===== src/rtl/uart_pkg.sv =====
// Shared definitions for the UART receiver.
// Holds the FSM state encoding, the parity modes and the sample-point helper.
package uart_pkg;

    typedef enum logic [2:0] {
        S_IDLE,
        S_START,
        S_DATA,
        S_PAR,
        S_STOP
    } state_e;

    localparam int PAR_NONE = 0;
    localparam int PAR_EVEN = 1;
    localparam int PAR_ODD  = 2;

    // Mid-bit sample position inside a CLK_DIV-long bit period.
    function automatic int sample_point(input int div);
        return div / 2;
    endfunction

endpackage


===== src/rtl/uart_baud_tick.sv =====
// Bit-period counter for the UART receiver.
// Counts 1..CLK_DIV while running and flags the mid-bit sample cycle.
module uart_baud_tick
    import uart_pkg::*;
#(
    parameter int CLK_DIV = 5208
) (
    input  logic clk,
    input  logic n_rst,
    input  logic run_i,
    input  logic clear_i,
    output logic tick_o
);

    localparam logic [15:0] TOP  = 16'(CLK_DIV);
    localparam logic [15:0] HALF = 16'(sample_point(CLK_DIV));

    logic [15:0] cnt_q;
    logic [15:0] cnt_d;

    // Next count: load 1 on frame start, idle at 0, otherwise wrap at TOP.
    always_comb begin
        cnt_d = cnt_q;
        if (clear_i) begin
            cnt_d = 16'd1;
        end else if (!run_i) begin
            cnt_d = 16'd0;
        end else if (cnt_q == TOP) begin
            cnt_d = 16'd1;
        end else begin
            cnt_d = cnt_q + 16'd1;
        end
    end

    // Counter register.
    always_ff @(posedge clk or negedge n_rst) begin
        if (!n_rst) begin
            cnt_q <= 16'd0;
        end else begin
            cnt_q <= cnt_d;
        end
    end

    assign tick_o = run_i && (cnt_q == HALF);

endmodule


===== src/rtl/uart_rx_ext.sv =====
// UART receiver with optional parity, 1/2 stop bits and a held output word.
// Frames finishing while the word is still unread are dropped with a pulse.
module uart_rx_ext
    import uart_pkg::*;
#(
    parameter int CLK_DIV = 5208,
    parameter int DATA_W  = 8,
    parameter int PARITY  = 0,
    parameter int STOP_W  = 1
) (
    input  logic              clk,
    input  logic              n_rst,
    input  logic              rxd,
    output logic [DATA_W-1:0] rx_data,
    output logic              rx_valid,
    input  logic              rx_ready,
    output logic              frame_err,
    output logic              parity_err,
    output logic              overrun,
    output logic              busy
);

    localparam logic [3:0] LAST_BIT  = 4'(DATA_W - 1);
    localparam logic       LAST_STOP = 1'(STOP_W - 1);
    localparam logic       PAR_INV   = (PARITY == PAR_ODD);

    logic              s1_q;
    logic              rxs_q;
    logic [1:0]        vld_q;
    logic              armed_q;
    state_e            state_q;
    logic [DATA_W-1:0] data_q;
    logic [3:0]        bit_q;
    logic              stop_q;
    logic              ferr_q;
    logic              perr_q;
    logic [DATA_W-1:0] rx_data_q;
    logic              rx_valid_q;
    logic              frame_err_q;
    logic              parity_err_q;
    logic              overrun_q;

    logic tick;
    logic start;
    logic done;

    // Two-flop synchronizer; armed only once a genuine high has been seen.
    always_ff @(posedge clk or negedge n_rst) begin
        if (!n_rst) begin
            s1_q    <= 1'b1;
            rxs_q   <= 1'b1;
            vld_q   <= 2'b00;
            armed_q <= 1'b0;
        end else begin
            s1_q  <= rxd;
            rxs_q <= s1_q;
            vld_q <= {vld_q[0], 1'b1};
            if (vld_q[1] && rxs_q) begin
                armed_q <= 1'b1;
            end
        end
    end

    assign start = (state_q == S_IDLE) && armed_q && !rxs_q;
    assign done  = (state_q == S_STOP) && tick && (stop_q == LAST_STOP);

    uart_baud_tick #(
        .CLK_DIV (CLK_DIV)
    ) u_tick (
        .clk     (clk),
        .n_rst   (n_rst),
        .run_i   (state_q != S_IDLE),
        .clear_i (start),
        .tick_o  (tick)
    );

    // Frame FSM: start validation, data shift, parity and stop checks.
    always_ff @(posedge clk or negedge n_rst) begin
        if (!n_rst) begin
            state_q <= S_IDLE;
            data_q  <= '0;
            bit_q   <= 4'd0;
            stop_q  <= 1'b0;
            ferr_q  <= 1'b0;
            perr_q  <= 1'b0;
        end else begin
            unique case (state_q)
                S_IDLE: begin
                    if (start) begin
                        state_q <= S_START;
                        bit_q   <= 4'd0;
                        stop_q  <= 1'b0;
                        ferr_q  <= 1'b0;
                        perr_q  <= 1'b0;
                    end
                end
                S_START: begin
                    if (tick) begin
                        state_q <= rxs_q ? S_IDLE : S_DATA;
                    end
                end
                S_DATA: begin
                    if (tick) begin
                        data_q <= {rxs_q, data_q[DATA_W-1:1]};
                        if (bit_q == LAST_BIT) begin
                            bit_q   <= 4'd0;
                            state_q <= (PARITY != PAR_NONE) ? S_PAR : S_STOP;
                        end else begin
                            bit_q <= bit_q + 4'd1;
                        end
                    end
                end
                S_PAR: begin
                    if (tick) begin
                        perr_q  <= rxs_q ^ (^data_q) ^ PAR_INV;
                        state_q <= S_STOP;
                    end
                end
                S_STOP: begin
                    if (tick) begin
                        ferr_q <= ferr_q | ~rxs_q;
                        if (stop_q == LAST_STOP) begin
                            state_q <= S_IDLE;
                        end else begin
                            stop_q <= ~stop_q;
                        end
                    end
                end
                default: state_q <= S_IDLE;
            endcase
        end
    end

    // Output holding register with valid/ready handshake and overrun pulse.
    always_ff @(posedge clk or negedge n_rst) begin
        if (!n_rst) begin
            rx_data_q    <= '0;
            rx_valid_q   <= 1'b0;
            frame_err_q  <= 1'b0;
            parity_err_q <= 1'b0;
            overrun_q    <= 1'b0;
        end else begin
            overrun_q <= 1'b0;
            if (done) begin
                if (rx_valid_q && !rx_ready) begin
                    overrun_q <= 1'b1;
                end else begin
                    rx_data_q    <= data_q;
                    frame_err_q  <= ferr_q | ~rxs_q;
                    parity_err_q <= perr_q;
                    rx_valid_q   <= 1'b1;
                end
            end else if (rx_valid_q && rx_ready) begin
                rx_valid_q <= 1'b0;
            end
        end
    end

    assign rx_data    = rx_data_q;
    assign rx_valid   = rx_valid_q;
    assign frame_err  = frame_err_q;
    assign parity_err = parity_err_q;
    assign overrun    = overrun_q;
    assign busy       = (state_q != S_IDLE);

endmodule


===== config.mk =====
export PLATFORM = sky130hd
export DESIGN_NAME = uart_rx_ext
export DESIGN_NICKNAME = d
export VERILOG_FILES = /design/src/rtl/uart_pkg.sv /design/src/rtl/uart_baud_tick.sv /design/src/rtl/uart_rx_ext.sv
export SDC_FILE = /design/constraint.sdc
export NUM_CORES = 1
export LEC_CHECK = 0
export CELL_PAD_IN_SITES_DETAIL_PLACEMENT = 0
export CELL_PAD_IN_SITES_GLOBAL_PLACEMENT = 2
export CORE_MARGIN = 2
export CORE_UTILIZATION = 35
export DETAILED_ROUTE_END_ITERATION = 16
export PLACE_DENSITY = 0.77
export SYNTH_ARGS = -nofsm -noshare
export SYNTH_HDL_FRONTEND = slang
export SYNTH_HIERARCHICAL = 1
export SYNTH_SLANG_ARGS = --single-unit

===== constraint.sdc =====
create_clock -name clk -period 2.8 [get_ports clk]
set_input_delay 0.42 -clock clk [delete_from_list [all_inputs] [get_ports clk]]
set_output_delay 0.42 -clock clk [all_outputs]
set_load 0.01 [all_outputs]

After elaboration in Yosys (flattened, before gate mapping)
Index checks and enable logic that the tools add are counted.
{ "op_classes": {"addsub": 2, "n_eq_ne": 15, "mux": 29, "bitwise_logic": 5, "reduce_logical": 24} }
{ "ops": {"columns": ["operator", "n"], "rows": [
  ["16-bit 2-to-1 mux", 3],
  ["3-bit 2-to-1 mux", 7],
  ["16-bit by 1-bit adder with 16-bit output (second input constant)", 1],
  ["16-bit by 12-bit equality test with 1-bit output (second input constant)", 1],
  ["16-bit by 13-bit equality test with 1-bit output (second input constant)", 1],
  ["2-bit inequality test (second input constant)", 8],
  ["3-bit case mux with 5 select lines", 1],
  ["4-bit 2-to-1 mux", 3],
  ["1-bit 2-to-1 mux", 10],
  ["3-bit AND reduction", 3],
  ["1-bit logical AND", 8],
  ["4-bit case mux with 2 select lines", 1],
  ["2-bit nonzero test", 4],
  ["8-bit parity", 1],
  ["7-bit AND reduction", 1],
  ["3-bit by 2-bit equality test with 1-bit output (second input constant)", 2],
  ["1-bit case mux with 2 select lines", 3],
  ["2-bit AND reduction", 3],
  ["4-bit by 1-bit adder with 4-bit output (second input constant)", 1],
  ["4-bit by 3-bit equality test with 1-bit output (second input constant)", 1],
  ["3-bit by 1-bit equality test with 1-bit output (second input constant)", 1],
  ["3-bit equality test (second input constant)", 1],
  ["3-bit logical NOT", 1],
  ["1-bit inverter", 3],
  ["other kinds (5)", 6]
]} }
{ "totals": {"register_bits": 51, "inputBits": 4} }

Logic depth before layout (Yosys ltp)
{ "logic_depth": {"word_depth": 6, "depth_mapped": 9, "mapped_depth_nobuf": 9} }

Hierarchy
Netlist, hierarchy kept.
{ "by_module_without_submodules": {"columns": ["module", "instances", "cells_each", "area_per_inst_um2", "seq_area_each_um2"], "rows": [
  ["uart_rx_ext", 1, 120, 1456.4, 853.3],
  ["uart_baud_tick", 1, 92, 907.1, 400.4]
]} }

Worst setup path after synthesis
No wires, ideal clock.
{ "synth_timing": {"kind": "register to register", "from": "reg state_q[2]", "to": "reg data_q[0]", "setup_ps": 125, "t_arrival_ps": 2981, "slack_ps": -306, "stages_incl_launch_ff": 10, "n_path_buf": 1, "period_less_slack_ps": 3106, "path_cell_list": "dfrtp_1 -> clkbuf_1 -> or3_2 -> inv_1 -> or4_2 -> nor4_1 -> nor2b_1 -> nand2_1 -> nor2_2 -> mux2_2"} }
{ "synth_via": {"elab_chain_len": 3, "elab_cells_between_ends": 4, "classes_between": "eq/ne: 1; reduce/logical: 3"} }
{ "synth_rtl": {"columns": ["element", "line", "text"], "rows": [
  ["start: declaration", "uart_rx_ext.sv:31", "state_e state_q;"],
  ["start signal: assignment", "uart_rx_ext.sv:99", "state_q <= rxs_q ? S_IDLE : S_DATA;"],
  ["start signal: assignment", "uart_rx_ext.sv:107", "state_q <= (PARITY != PAR_NONE) ? S_PAR : S_STOP;"],
  ["3-bit nonzero test", null, null],
  ["net busy", "uart_rx_ext.sv:20", "output logic busy"],
  ["1-bit logical AND", "uart_baud_tick.sv:44", "assign tick_o = run_i && (cnt_q == HALF);"],
  ["net tick", "uart_rx_ext.sv:43", "logic tick;"],
  ["2-bit AND reduction (no source line)", null, null],
  ["end signal: assignment", "uart_rx_ext.sv:104", "data_q <= {rxs_q, data_q[DATA_W-1:1]};"],
  ["end: declaration", "uart_rx_ext.sv:32", "logic [DATA_W-1:0] data_q;"]
]} }
The timed path passes the listed nets, and every way through them passes these cells.
A chain may end at the register's enable or synchronous reset.

Worst setup path in the final report
{ "layout_timing": {"from": "reg u_tick.cnt_q[13]", "to": "reg data_q[6]"} }
{ "layout_via": {"elab_chain_len": 3} }
{ "layout_rtl": {"columns": ["element", "line", "text"], "rows": [
  ["start: declaration", "uart_baud_tick.sv:18", "logic [15:0] cnt_q;"],
  ["start signal: assignment", "uart_baud_tick.sv:40", "cnt_q <= cnt_d;"],
  ["16-bit by 12-bit equality test with 1-bit output", "uart_baud_tick.sv:44", null],
  ["1-bit logical AND", "uart_baud_tick.sv:44", null],
  ["net tick", "uart_rx_ext.sv:43", null],
  ["2-bit AND reduction (no source line)", null, null]
]} }
The timed path passes the listed nets, and every way through them passes these cells.

==> run_results.csv <==
group,metric,value,unit
run_status,status,"complete, no violations",
power,p_comb_frac,0.171,
floorplan,die_h,86.2,µm
timing,hold_viol,0,
synth,synthAdderAreaFrac,0.0159,
clock_network,cts_tree,"built",
layout,area_delta_synth_final,18.1,%
power,pwr_density_cell,552,nW/µm²
timing,fmax,382,MHz
detailed_routing,ant_nets,0,
setup_path,regToRegSetupSlack,0.18,ns
global_routing,grt.overflow.total,0,
synth,syn_inst,212,
clock_network,ctsHoldBuffers,0,
synth,synth_simple_gate_area_frac,0.199,
setup_path,cpPeakStageDelay,0.56,ns
clock_network,cts_max_path_buffers,2,
power,power.leakage,1.25,nW
layout,final_nets,248,
timing,fin_setup_tns,0,ns
timing,rsz0062_at_grt,"no",
synth,ys_top_cells_by_count,"dfrtp_1, nor2_1, mux2_2",
global_routing,grt.total_usage,0.132,
setup_path,r2r_start,"u_tick/cnt_q[13]$_DFF_PN0_",
synth,synth-seq-cells,50,
setup_path,critical_path.slowest_cell,"or4_1",
global_routing,antenna_found_initial,0,
synth,syn_area,2360,µm²
power,total_power,1.54,mW
min_path,worstHoldPathType,"in2async",
timing,worstMarginPinSlew,0.627,ns
synth,synth-edff-count,0,
timing,worst_clock_skew,0.00434,ns
timing,fin_crit,2.62,ns
setup_path,worstSetupPathType,"reg2reg",
clock_network,clk_latency,0.30,ns
timing,drv_slew,0,
layout,multi_input_area,1050,µm²
detailed_routing,vias,1586,
floorplan,core_area,6420,µm²
power,seq_power_share,0.531,
power,switching_share,0.313,
setup_path,required,3.00,ns
setup_path,r2r_end,"data_q[6]$_DFFE_PN0P_",
power,switchingPower,482,µW
floorplan,num_rows,29,
power,power_frac_clock,0.298,
synth,synthArstFlopShare,1.00,
placed_design,numPortBuffers,16,
placed_design,dp_hpwl,3.04,mm
timing,finalSetupViolations,0,
setup_path,crit_buf_inv,1,
synth,synth.most_common_cell,"dfrtp_1",
layout,antennaDiodeCount,0,
synth,seq_area_frac_synth,0.530,
synth,synth_top_area_share,0.508,
detailed_routing,drtPass1Iterations,4,
clock_network,clkTransAtPathRegs,0.10,ns
placed_design,place.gp.congestion,0.710,
synth,yosysUniqueCellTypes,50,
synth,synth_compound_area_frac,0.0609,
detailed_routing,avgRoutedWirePerCell,13.7,µm
run,maxCapViolCount,0,
clock_network,cts_root_buffer,"clkbuf_8",
floorplan,ios,17,
setup_path,cp_cell_sequence,"or4_1, nor3b_2, inv_1, nor4_4, nor2b_4, nand2_1, nor2_4, mux2_2",
synth,synth_xor_area_frac,0.0799,
global_routing,grt_pass1_vias,1640,
detailed_routing,drt_iter0_drc,69,
setup_path,crit_path_end_kind,"flop",
setup_path,cpLargestDelayFamily,"simple AND/OR/NAND/NOR gates",
setup_path,cp.arrival,2.82,ns
timing,max-slew-margin-rel,0.582,
timing,fin_crit_sh,0.935,
setup_path,crit_fanout,8,
floorplan,die_area,7430,µm²
synth,synth_nets,219,
timing,setup_ws,0.181,ns
floorplan,initial_utilization,0.368,
global_routing,grt_pass1_wl,7.77,mm
synth,synth_mux_area_frac,0.0762,
detailed_routing,wirelength,4.36,mm
power,intPower,1.06,mW
clock_network,htreeDepth,2,
synth,synth.avg_cell_area,11.1,µm²
setup_path,cp-start-kind,"flop",
layout,regArea,1250,µm²
synth,synth_top_cell_by_area,"dfrtp_1",
synth,synth_area_leaders,"dfrtp_1, mux2_2, xnor2_1, nor2_1, dfstp_2",
synth,ys.flop_type,"dfrtp_1",
detailed_routing,via_per_inst,4.97,
floorplan,die_x,86.2,µm
power,ir_worst_vdd,202,µV
synth,synth_top_family_by_area,"simple AND/OR/NAND/NOR gates",
setup_path,r2r_cells,8,
placed_design,post-place-ws,0.123,ns
synth,synth_warnings,6,
detailed_routing,drc,0,
layout,layout-drive-gt1-share,0.227,
clock_network,clock_sinks,50,
clock_network,cts_inserted_buffers,5,
global_routing,grt_max_degree,51,
layout,n_fill_cell,630,
## layer usage
metal  up-vias  wire length (µm)  track usage
met4         0                41       0.0440
met5         -                 0            0
li1        789                 -            -
met2        19              1980        0.190
met3         2                93       0.0286
met1       776              2240        0.199
## placed cells by master (no fill, tap or decap), drive strengths merged, types with 5 or more instances in the layout
| cell type | count |
|---|---|
| dfrtp | 48 |
| nor2 | 24 |
| mux2 | 16 |
| clkdlybuf4s50 | 15 |
| xnor2 | 14 |
| buf | 14 |
| nand2 | 13 |
| inv | 12 |
| nand3 | 11 |
| o21ai | 11 |
| xor2 | 5 |
| clkbuf | 5 |
| nand4 | 5 |
## area by class of cell
class                           count  area share
Timing Repair Buffer               29      0.0906
Clock buffer                        5      0.0247
Tap cell                           77      0.0345
Multi-Input combinational cell    145       0.377
Sequential cell                    50       0.449
Clock inverter                      3      0.0103
Inverter                           10      0.0135
## worst reg2reg max path, stage by stage (launching register included)
cell	delay (ns)
dfrtp_1	0.42
or4_1	0.56
nor3b_2	0.21
inv_1	0.09
nor4_4	0.31
nor2b_4	0.20
nand2_1	0.10
nor2_4	0.25
mux2_2	0.36
## power groups by stage
stage          combinational, mW  clock, mW  sequential (mW)
2_1_floorplan              0.208          0            0.809
3_3_place_gp               0.254          0            0.831
3_5_place_dp               0.255          0            0.832
4_1_cts                    0.258      0.483            0.818
5_1_grt                    0.302      0.508            0.829
6_report                   0.263      0.459            0.819
## cell families after synthesis
family | count (synthesis)
AO/OA/AOI/OAI | 24
XOR/XNOR | 20
adder cells (fa/ha/maj) | 3
buffers and inverters | 17
flip-flops | 50
multiplexers | 16
other | 1
AND/OR/NAND/NOR | 81
## per-stage QoR
step	util	hold slack, ns	cell area (µm²)	cells
after global routing	0.434	0.247	2790	319
after CTS	0.432	0.225	2780	318
after detailed placement	0.417	0.338	2680	310
after floorplan	-	0.124	2380	212
final	0.434	0.199	2790	319
after global placement	0.417	0.334	2680	310
## registers in the layout, summed over array words and instances (netlist names)
signal        count
armed_q           1
rxs_q             1
frame_err         1
perr_q            1
overrun           1
u_tick/cnt_q     16
parity_err        1
rx_valid          1
rx_data           8
data_q            8
s1_q              1
state_q           3
ferr_q            1
vld_q             2
bit_q             4
## what timing repair did
item	CTS	global route
endpoints found under the setup margin	0	8
gates resized for setup	0	2
setup buffers	0	1
## how the worst max path moves through the flow
stage                                from                     to  slack [ns]  cells past startpoint
2_1_floorplan      state_q[2]$_DFFE_PN0P_  data_q[0]$_DFFE_PN0P_        0.04                      9
3_3_place_gp   u_tick/cnt_q[13]$_DFF_PN0_  data_q[3]$_DFFE_PN0P_        0.17                      8
3_5_place_dp   u_tick/cnt_q[13]$_DFF_PN0_  data_q[0]$_DFFE_PN0P_        0.12                      8
4_1_cts        u_tick/cnt_q[13]$_DFF_PN0_  data_q[0]$_DFFE_PN0P_        0.10                      8
5_1_grt        u_tick/cnt_q[13]$_DFF_PN0_  data_q[0]$_DFFE_PN0P_        0.01                      8
6_report       u_tick/cnt_q[13]$_DFF_PN0_  data_q[6]$_DFFE_PN0P_        0.18                      8
No activity file was read; power rests on OpenSTA's default activity.
